## src/rtl/kc_kbd_pkg.sv

```systemverilog
// Shared types and key tables for the KC85/4 keyboard transmitter and keyboard overlay.
package kc_kbd_pkg;

    typedef enum logic [1:0] {
        ST_IDLE,
        ST_PULSE,
        ST_SPACE,
        ST_GAP
    } tx_state_t;

    localparam logic [7:0] SC_SHIFT_L = 8'h12;
    localparam logic [7:0] SC_SHIFT_R = 8'h59;

    // Non-extended map: index {shift, scancode}, entry {valid, code[6:0]}
    typedef logic [511:0][7:0] keymap_t;

    function automatic keymap_t build_keymap();
        keymap_t m;
        m = '0;
        m[{1'b0, 8'h5A}] = {1'b1, 7'h12};
        m[{1'b1, 8'h5A}] = {1'b1, 7'h12};
        m[{1'b0, 8'h29}] = {1'b1, 7'h46};
        m[{1'b1, 8'h29}] = {1'b1, 7'h46};
        m[{1'b0, 8'h1C}] = {1'b1, 7'h20};
        m[{1'b1, 8'h1C}] = {1'b1, 7'h21};
        return m;
    endfunction

    localparam keymap_t KEYMAP = build_keymap();

    // Extended (E0-prefixed) keys: small search table
    localparam int EXT_N = 2;
    localparam logic [EXT_N-1:0][7:0] EXT_SC  = {8'h5A, 8'h75};
    localparam logic [EXT_N-1:0][7:0] EXT_ENT = {8'h92, 8'hF8};

endpackage

```

## src/rtl/kc_keymap.sv

```systemverilog
// PS/2 scancode to KC key code lookup.
// Latency: 1 clk_sys (registered output).
// Backpressure: none, a new lookup may be issued every cycle.
module kc_keymap
    import kc_kbd_pkg::*;
(
    input  logic       clk_sys,
    input  logic       reset_n,
    input  logic       ext,
    input  logic       shift,
    input  logic [7:0] scancode,
    output logic       valid,
    output logic [6:0] code
);

    logic [7:0] ent;

    always_comb begin
        ent = KEYMAP[{shift, scancode}];
        if (ext) begin
            ent = '0;
            for (int i = 0; i < EXT_N; i++) begin
                if (EXT_SC[i] == scancode)
                    ent = EXT_ENT[i];
            end
        end
    end

    always_ff @(posedge clk_sys or negedge reset_n) begin
        if (!reset_n) begin
            valid <= 1'b0;
            code  <= '0;
        end else begin
            valid <= ent[7];
            code  <= ent[6:0];
        end
    end

endmodule

```

## src/rtl/kc_kbd_tx.sv

```systemverilog
// KC85/4 remote keyboard transmitter: ps2_key events to pulse-distance coded kbd_n.
// Latency: 3 clk_sys from toggle change to first kbd_n fall (capture, map, start).
// Backpressure: none; presses during a word are held as pending and sent next.
module kc_kbd_tx
    import kc_kbd_pkg::*;
#(
    parameter int CLK_HZ   = 50_000_000,
    parameter int PULSE_US = 14,
    parameter int BIT0_US  = 5120,
    parameter int BIT1_US  = 7168,
    parameter int GAP_US   = 19456
) (
    input  logic        clk_sys,
    input  logic        reset_n,
    input  logic [10:0] ps2_key,
    output logic        kbd_n,
    output logic        busy,
    output logic        key_held,
    output logic [6:0]  kc_code
);

    localparam int PRE_MAX = CLK_HZ / 1_000_000 - 1;
    localparam int PRE_W   = $clog2(PRE_MAX + 2);
    localparam int US_W    = $clog2(GAP_US + BIT1_US + BIT0_US + 2);

    localparam logic [US_W-1:0] D_PULSE = US_W'(PULSE_US);
    localparam logic [US_W-1:0] D_SP0   = US_W'(BIT0_US - PULSE_US);
    localparam logic [US_W-1:0] D_SP1   = US_W'(BIT1_US - PULSE_US);
    localparam logic [US_W-1:0] D_GAP   = US_W'(GAP_US);

    logic [PRE_W-1:0] pre_cnt;
    logic             us_tick;

    assign us_tick = (pre_cnt == PRE_W'(PRE_MAX));

    always_ff @(posedge clk_sys or negedge reset_n) begin
        if (!reset_n) pre_cnt <= '0;
        else          pre_cnt <= us_tick ? '0 : pre_cnt + 1'b1;
    end

    // Capture stage; the first cycle after reset only samples the toggle
    logic       armed, tog_q, cap_vld, cap_pressed, cap_ext;
    logic [7:0] cap_sc;

    always_ff @(posedge clk_sys or negedge reset_n) begin
        if (!reset_n) begin
            armed       <= 1'b0;
            tog_q       <= 1'b0;
            cap_vld     <= 1'b0;
            cap_pressed <= 1'b0;
            cap_ext     <= 1'b0;
            cap_sc      <= '0;
        end else begin
            armed       <= 1'b1;
            tog_q       <= ps2_key[10];
            cap_vld     <= armed & (ps2_key[10] ^ tog_q);
            cap_pressed <= ps2_key[9];
            cap_ext     <= ps2_key[8];
            cap_sc      <= ps2_key[7:0];
        end
    end

    // Map stage
    logic       shift_l, shift_r, is_shift, map_valid;
    logic       map_vld, map_pressed, map_ext;
    logic [7:0] map_sc;
    logic [6:0] map_code;

    assign is_shift = !cap_ext && (cap_sc == SC_SHIFT_L || cap_sc == SC_SHIFT_R);

    kc_keymap u_keymap (
        .clk_sys  (clk_sys),
        .reset_n  (reset_n),
        .ext      (cap_ext),
        .shift    (shift_l | shift_r),
        .scancode (cap_sc),
        .valid    (map_valid),
        .code     (map_code)
    );

    always_ff @(posedge clk_sys or negedge reset_n) begin
        if (!reset_n) begin
            shift_l     <= 1'b0;
            shift_r     <= 1'b0;
            map_vld     <= 1'b0;
            map_pressed <= 1'b0;
            map_ext     <= 1'b0;
            map_sc      <= '0;
        end else begin
            if (cap_vld && is_shift && cap_sc == SC_SHIFT_L) shift_l <= cap_pressed;
            if (cap_vld && is_shift && cap_sc == SC_SHIFT_R) shift_r <= cap_pressed;
            map_vld     <= cap_vld & ~is_shift;
            map_pressed <= cap_pressed;
            map_ext     <= cap_ext;
            map_sc      <= cap_sc;
        end
    end

    // Held-key state
    logic       press_now, release_now, pending, start, hold_ext;
    logic [7:0] hold_sc;
    tx_state_t  state;

    assign press_now   = map_vld & map_pressed & map_valid;
    assign release_now = map_vld & ~map_pressed & key_held &
                         ({map_ext, map_sc} == {hold_ext, hold_sc});
    assign start       = (state == ST_IDLE) & (key_held | pending | press_now);

    always_ff @(posedge clk_sys or negedge reset_n) begin
        if (!reset_n) begin
            key_held <= 1'b0;
            kc_code  <= '0;
            hold_ext <= 1'b0;
            hold_sc  <= '0;
            pending  <= 1'b0;
        end else begin
            if (press_now) begin
                key_held <= 1'b1;
                kc_code  <= map_code;
                hold_ext <= map_ext;
                hold_sc  <= map_sc;
            end else if (release_now) begin
                key_held <= 1'b0;
            end
            if (start)          pending <= 1'b0;
            else if (press_now) pending <= 1'b1;
        end
    end

    // Serialiser: 8 pulses, each space after pulse i carries bit i (LSB first)
    logic [6:0]      shreg;
    logic [2:0]      bit_idx;
    logic [US_W-1:0] us_cnt, sp_dur;

    assign sp_dur = shreg[0] ? D_SP1 : D_SP0;

    always_ff @(posedge clk_sys or negedge reset_n) begin
        if (!reset_n) begin
            state   <= ST_IDLE;
            kbd_n   <= 1'b1;
            busy    <= 1'b0;
            shreg   <= '0;
            bit_idx <= '0;
            us_cnt  <= '0;
        end else begin
            case (state)
                ST_IDLE: begin
                    if (start) begin
                        shreg   <= press_now ? map_code : kc_code;
                        bit_idx <= '0;
                        us_cnt  <= '0;
                        kbd_n   <= 1'b0;
                        busy    <= 1'b1;
                        state   <= ST_PULSE;
                    end
                end
                ST_PULSE: begin
                    if (us_tick) begin
                        if (us_cnt == D_PULSE) begin
                            us_cnt <= '0;
                            kbd_n  <= 1'b1;
                            state  <= (bit_idx == 3'd7) ? ST_GAP : ST_SPACE;
                        end else begin
                            us_cnt <= us_cnt + 1'b1;
                        end
                    end
                end
                ST_SPACE: begin
                    if (us_tick) begin
                        if (us_cnt == sp_dur) begin
                            us_cnt  <= '0;
                            shreg   <= shreg >> 1;
                            bit_idx <= bit_idx + 3'd1;
                            kbd_n   <= 1'b0;
                            state   <= ST_PULSE;
                        end else begin
                            us_cnt <= us_cnt + 1'b1;
                        end
                    end
                end
                ST_GAP: begin
                    if (us_tick) begin
                        if (us_cnt == D_GAP) begin
                            us_cnt <= '0;
                            busy   <= 1'b0;
                            state  <= ST_IDLE;
                        end else begin
                            us_cnt <= us_cnt + 1'b1;
                        end
                    end
                end
                default: state <= ST_IDLE;
            endcase
        end
    end

endmodule

```

## config.mk

```make
export PLATFORM = sky130hd
export DESIGN_NAME = kc_kbd_tx
export DESIGN_NICKNAME = d
export VERILOG_FILES = /design/src/rtl/kc_kbd_pkg.sv /design/src/rtl/kc_keymap.sv /design/src/rtl/kc_kbd_tx.sv
export SDC_FILE = /design/constraint.sdc
export NUM_CORES = 1
export LEC_CHECK = 0
export BUFFER_PORTS_ARGS = -buffer_cell sky130_fd_sc_hd__buf_2
export CORE_ASPECT_RATIO = 0.9
export CORE_UTILIZATION = 60
export CTS_CLUSTER_DIAMETER = 200
export DETAILED_ROUTE_END_ITERATION = 12
export PLACE_DENSITY_LB_ADDON = 0.12
export SLEW_MARGIN = 5
export SYNTH_ARGS = -nofsm -noshare
export SYNTH_HDL_FRONTEND = slang
export SYNTH_HIERARCHICAL = 1
export SYNTH_SLANG_ARGS = --single-unit
```

## constraint.sdc

```tcl
create_clock -name clk_sys -period 4.2 [get_ports clk_sys]
set_clock_uncertainty 0.15 [all_clocks]
set_input_delay 0.21 -clock clk_sys [delete_from_list [all_inputs] [get_ports clk_sys]]
set_output_delay 0.21 -clock clk_sys [all_outputs]
set_load 0.05 [all_outputs]
```

==> impl_results.html <==
<table>
<tr><th>Metric</th><th>Value</th></tr>
<tr><th colspan="2">Logic synthesis</th></tr>
<tr><td>EDFF count, synth</td><td>0</td></tr>
<tr><td>Sequential area share after synthesis</td><td>0.561</td></tr>
<tr><td>Syn Std Cell Area</td><td>3880 sq um</td></tr>
<tr><td>Async set-reset flop share out of synthesis</td><td>1.00</td></tr>
<tr><td>Mean area per synthesized cell</td><td>12.3 sq um</td></tr>
<tr><td>Area share of the largest cell type after synthesis</td><td>0.554</td></tr>
<tr><td>Count of state elements after synthesis</td><td>87</td></tr>
<tr><td>Nets in the synthesized netlist</td><td>336</td></tr>
<tr><td>Dominant synthesized flop cell</td><td>sky130_fd_sc_hd__dfrtp_1</td></tr>
<tr><td>Largest area contributor in the netlist</td><td>sky130_fd_sc_hd__dfrtp_1</td></tr>
<tr><td>Cell count after synthesis</td><td>316</td></tr>
<tr><td>Yosys Warn Count</td><td>6</td></tr>
<tr><td>Distinct cells, synth</td><td>58</td></tr>
<tr><td>Top cells by area in the synthesized netlist</td><td>sky130_fd_sc_hd__dfrtp_1 55%, sky130_fd_sc_hd__mux2_2 7.2%, sky130_fd_sc_hd__xnor2_1 4.7%, sky130_fd_sc_hd__ha_1 2.3%, sky130_fd_sc_hd__nor2_2 1.8%</td></tr>
<tr><th colspan="2">Global routing</th></tr>
<tr><td>Overall track demand over capacity in global routing</td><td>0.236</td></tr>
<tr><td>Initial antenna violation count</td><td>0</td></tr>
<tr><td>Pin count of the biggest net entering global routing</td><td>88</td></tr>
<tr><td>Via count of the first global-routing pass</td><td>2578</td></tr>
<tr><td>Congestion Overflow GR</td><td>0</td></tr>
<tr><td>Wire length of the first global-routing pass</td><td>12200 um</td></tr>
<tr><th colspan="2">Placed design</th></tr>
<tr><td>Weighted congestion reported at the end of routability-driven placement</td><td>0.809</td></tr>
<tr><td>Post-DP HPWL</td><td>4570 um</td></tr>
<tr><td>I/O Buffers</td><td>22</td></tr>
<tr><th colspan="2">Power</th></tr>
<tr><td>Portion of total power attributed to combinational logic</td><td>0.140</td></tr>
<tr><td>Peak ir drop on the vdd network</td><td>roughly 280 uV</td></tr>
<tr><td>P_leak</td><td>~1.9 nW</td></tr>
<tr><td>PwrDens</td><td>between 300 and 400 nW/um^2</td></tr>
<tr><td>Switching portion of total power</td><td>0.302</td></tr>
<tr><td>Cell internal pwr</td><td>0.00117 W</td></tr>
<tr><td>Sequential share of power</td><td>0.543</td></tr>
<tr><td>Clock network fraction of total power</td><td>0.317</td></tr>
<tr><td>Total chip power</td><td>0.00167 W</td></tr>
<tr><td>Switching component of the power</td><td>0.000503 W</td></tr>
<tr><th colspan="2">Clocking</th></tr>
<tr><td>CTS root buffer</td><td>sky130_fd_sc_hd__clkbuf_8</td></tr>
<tr><td>Buffer depth of the longest clock path</td><td>2</td></tr>
<tr><td>Reg clk slew, reported paths</td><td>0.09 ns</td></tr>
<tr><td>Number of sinks driven by the clock tree</td><td>87</td></tr>
<tr><td>Clock network latency to the later pin of the worst-skew pair</td><td>0.35 ns</td></tr>
<tr><td>Inserted Clock Buffers</td><td>9</td></tr>
<tr><td>CTS tree</td><td>built</td></tr>
<tr><td>Clock H-tree levels</td><td>3</td></tr>
<tr><th colspan="2">Floorplan</th></tr>
<tr><td>Vert. Die Dim</td><td>just under 80 um</td></tr>
<tr><td>Starting utilization of the core area</td><td>0.628</td></tr>
<tr><td>X dimension of the die</td><td>86.8 um</td></tr>
<tr><td>Number of ports placed on the die boundary</td><td>23</td></tr>
<tr><td>Core outline area</td><td>6180 sq um</td></tr>
<tr><td>Die Footprint</td><td>between 6000 and 7000 sq um</td></tr>
<tr><td>Std cell rows</td><td>27</td></tr>
<tr><th colspan="2">Layout</th></tr>
<tr><td>Count of fill cells added during filler insertion</td><td>approximately 440</td></tr>
<tr><td>Share of layout cells above drive strength 1</td><td>0.246</td></tr>
<tr><td>Area grow syn2layout</td><td>12.4%</td></tr>
<tr><td>Inserted Diodes</td><td>0</td></tr>
<tr><td>Final net count</td><td>373</td></tr>
<tr><th colspan="2">Route</th></tr>
<tr><td>DRT antenna net count</td><td>0</td></tr>
<tr><td>Via count</td><td>2490</td></tr>
<tr><td>DRT iter0 DRCs</td><td>~140</td></tr>
<tr><td>Final routed wire length divided by cell count</td><td>15.2 um</td></tr>
<tr><td>Wire length reported by the detailed router</td><td>between 6000 and 7000 um</td></tr>
<tr><td>Via density per instance</td><td>5.60</td></tr>
<tr><td>Count of TritonRoute iterations in the first routing pass</td><td>4</td></tr>
<tr><td>DRC errors left</td><td>0</td></tr>
<tr><th colspan="2">Timing</th></tr>
<tr><td>Final critical-path required period</td><td>2.79 ns</td></tr>
<tr><td>Total setup violations reported at the end of the flow</td><td>0</td></tr>
<tr><td>Hold Fails Final Rpt</td><td>0</td></tr>
<tr><td>Timing-limited maximum frequency</td><td>358 MHz</td></tr>
<tr><td>Total count of max-transition violations in the final report</td><td>0</td></tr>
<tr><td>Tightest slew margin relative to the limit</td><td>0.308</td></tr>
<tr><td>Sum of negative setup slack</td><td>0 ns</td></tr>
<tr><td>Smallest hold slack</td><td>0.274 ns</td></tr>
<tr><td>Setup repair after global routing missed its margin</td><td>false</td></tr>
<tr><td>Worst Max-Slew Pin Slew</td><td>a little over 1 ns</td></tr>
<tr><td>Tcrit/Tclk final</td><td>0.664</td></tr>
<tr><th colspan="2">Critical path</th></tr>
<tr><td>Critical path endpoint category</td><td>register</td></tr>
<tr><td>Type of element launching the critical path</td><td>register</td></tr>
<tr><td>Category of cells accounting for the largest share of critical-path delay</td><td>simple AND/OR/NAND/NOR gates</td></tr>
<tr><td>Worst path slowest cell</td><td>sky130_fd_sc_hd__a221oi_4</td></tr>
<tr><td>Worst Path Required</td><td>4.25 ns</td></tr>
<tr><td>Worst-path fanout max</td><td>14</td></tr>
<tr><td>Buffering stage count on the worst path with inverters included</td><td>1</td></tr>
<tr><td>CP cell instances</td><td>inv_1 -&gt; ha_1 -&gt; or3b_4 -&gt; or4_4 -&gt; a221oi_4 -&gt; nor2_1</td></tr>
<tr><td>Delay of the slowest cell on the worst path</td><td>0.76 ns</td></tr>
<tr><td>Critical path start-end classification</td><td>reg -&gt; reg</td></tr>
<tr><td>Worst path arrival time</td><td>around 2.8 ns</td></tr>
<tr><th colspan="2">Hold path</th></tr>
<tr><td>Worst min-delay path class</td><td>reg -&gt; reg</td></tr>
<tr><th colspan="2">Flow run</th></tr>
<tr><td>Number of max-capacitance violations reported</td><td>0</td></tr>
<tr><th colspan="2">Run status</th></tr>
<tr><td>Outcome</td><td>complete, no violations</td></tr>
</table>
-- power by group through the flow --
stage	clock network (W)	registers, W	logic (W)
2_1_floorplan	0	0.000919	0.000182
3_5_place_dp	0	0.000922	0.000229
6_report	0.000529	0.000906	0.000234
5_1_grt	0.000586	0.000911	0.000261
3_3_place_gp	0	0.000920	0.000224
4_1_cts	0.000546	0.000905	0.000236
-- metal layers --
layer,track usage,wire (um)
met1,0.309,3110
met2,0.382,3380
met3,0.0631,202
met4,0.0767,71
met5,0,0
-- cells by family (layout without fill, tap and decap cells) --
family	Yosys count	in the layout	synth area share
simple gates	98	98	0.151
flops	87	87	0.561
compound gates	45	45	0.0909
mux	31	31	0.0899
xor+xnor	27	27	0.0609
buf+inv	20	62	0.0232
fa+ha+maj	7	7	0.0226
other cells	1	1	0.000966
-- layout make-up --
cell class / count / area (sq um) / share of cell area
Clock buffer: 10 / 128 / 0.0292
Clock inverter: 6 / 52.6 / 0.0120
Inverter: 11 / 41.3 / 0.00946
Multi-Input combinational cell: 209 / 1620 / 0.370
Sequential cell: 87 / 2180 / 0.499
Tap cell: 87 / 109 / 0.0249
Timing Repair Buffer: 35 / 240 / 0.0550
-- synth_stat cells, types with 2 or more instances --
master and count:
sky130_fd_sc_hd__a2111oi_0 3, sky130_fd_sc_hd__a2111oi_2 2, sky130_fd_sc_hd__a211oi_1 6, sky130_fd_sc_hd__a21o_1 2, sky130_fd_sc_hd__a21oi_1 10, sky130_fd_sc_hd__a22o_1 4
sky130_fd_sc_hd__a31oi_1 3, sky130_fd_sc_hd__and2_1 2, sky130_fd_sc_hd__and3b_2 2, sky130_fd_sc_hd__buf_1 2, sky130_fd_sc_hd__buf_2 3, sky130_fd_sc_hd__clkbuf_1 3
sky130_fd_sc_hd__dfrtp_1 86, sky130_fd_sc_hd__ha_1 7, sky130_fd_sc_hd__inv_1 11, sky130_fd_sc_hd__mux2_1 6, sky130_fd_sc_hd__mux2_2 25, sky130_fd_sc_hd__nand2_1 18
sky130_fd_sc_hd__nand2b_1 6, sky130_fd_sc_hd__nand3_1 10, sky130_fd_sc_hd__nand3b_1 4, sky130_fd_sc_hd__nand4_1 3, sky130_fd_sc_hd__nand4b_1 2, sky130_fd_sc_hd__nor2_1 18
sky130_fd_sc_hd__nor2_2 11, sky130_fd_sc_hd__nor4_1 5, sky130_fd_sc_hd__o21ai_0 4, sky130_fd_sc_hd__or4_1 3, sky130_fd_sc_hd__xnor2_1 21, sky130_fd_sc_hd__xor2_1 6
-- final timing paths --
kind | to | startpoint | slack [ns] | cells past startpoint
hold / removal | map_pressed | cap_pressed | 0.27 | 0
setup reg to reg | us_cnt[2] | us_cnt[0] | 1.41 | 6
hold reg to reg | map_pressed | cap_pressed | 0.27 | 0
setup / recovery | us_cnt[2] | us_cnt[0] | 1.41 | 6
min in group asynchronous | pre_cnt[5] | reset_n | 0.44 | 2
max in group asynchronous | hold_sc[5] | reset_n | 2.80 | 2
-- worst reg2reg max path, cell delays in order (launching register included) --
cell,delay (ns)
sky130_fd_sc_hd__dfrtp_1,0.41
sky130_fd_sc_hd__inv_1,0.14
sky130_fd_sc_hd__ha_1,0.15
sky130_fd_sc_hd__or3b_4,0.38
sky130_fd_sc_hd__or4_4,0.55
sky130_fd_sc_hd__a221oi_4,0.76
sky130_fd_sc_hd__nor2_1,0.11
-- state kept, by name, indices dropped and copies added, names as in the netlist, 2 cells and up --
signal	cells
bit_idx	3
hold_sc	8
us_cnt	15
state	2
map_sc	8
kc_code	7
pre_cnt	6
shreg	7
cap_sc	8
u_keymap/code	7
-- layout by cell type, fill, tap and decap left out, drive strengths merged, types with 4 or more instances in the layout --
master       Yosys  layout
a2111oi          6       6
clkbuf           3      10
nand2           18      18
dlygate4sd3      0      12
ha               7       7
nand3           10      10
buf              6      23
nor4             5       5
nand2b           6       6
xor2             6       6
mux2            31      31
or4              4       4
xnor2           21      21
nand3b           4       4
a21oi           11      11
inv             11      14
dfrtp           86      86
a211oi           6       6
nor2            29      29
o21ai            5       5
a22o             4       4
-- through the flow --
step           instances  utilization  worst slack (ns)  cell area [sq um]
6_report             445        0.706              1.41               4360
2_1_floorplan        316            -              1.78               3880
3_3_place_gp         417        0.657              1.47               4060
3_5_place_dp         417        0.657              1.41               4060
5_1_grt              445        0.706              1.21               4360
4_1_cts              445        0.706              1.41               4360
-- timing repair --
item                                   in CTS  in global routing
resized for setup                           0                  0
setup buffers                               0                  0
endpoints found under the hold margin      97                  0
hold buffers                               12                  0
Note: power is estimated with default switching activity, not from simulation.
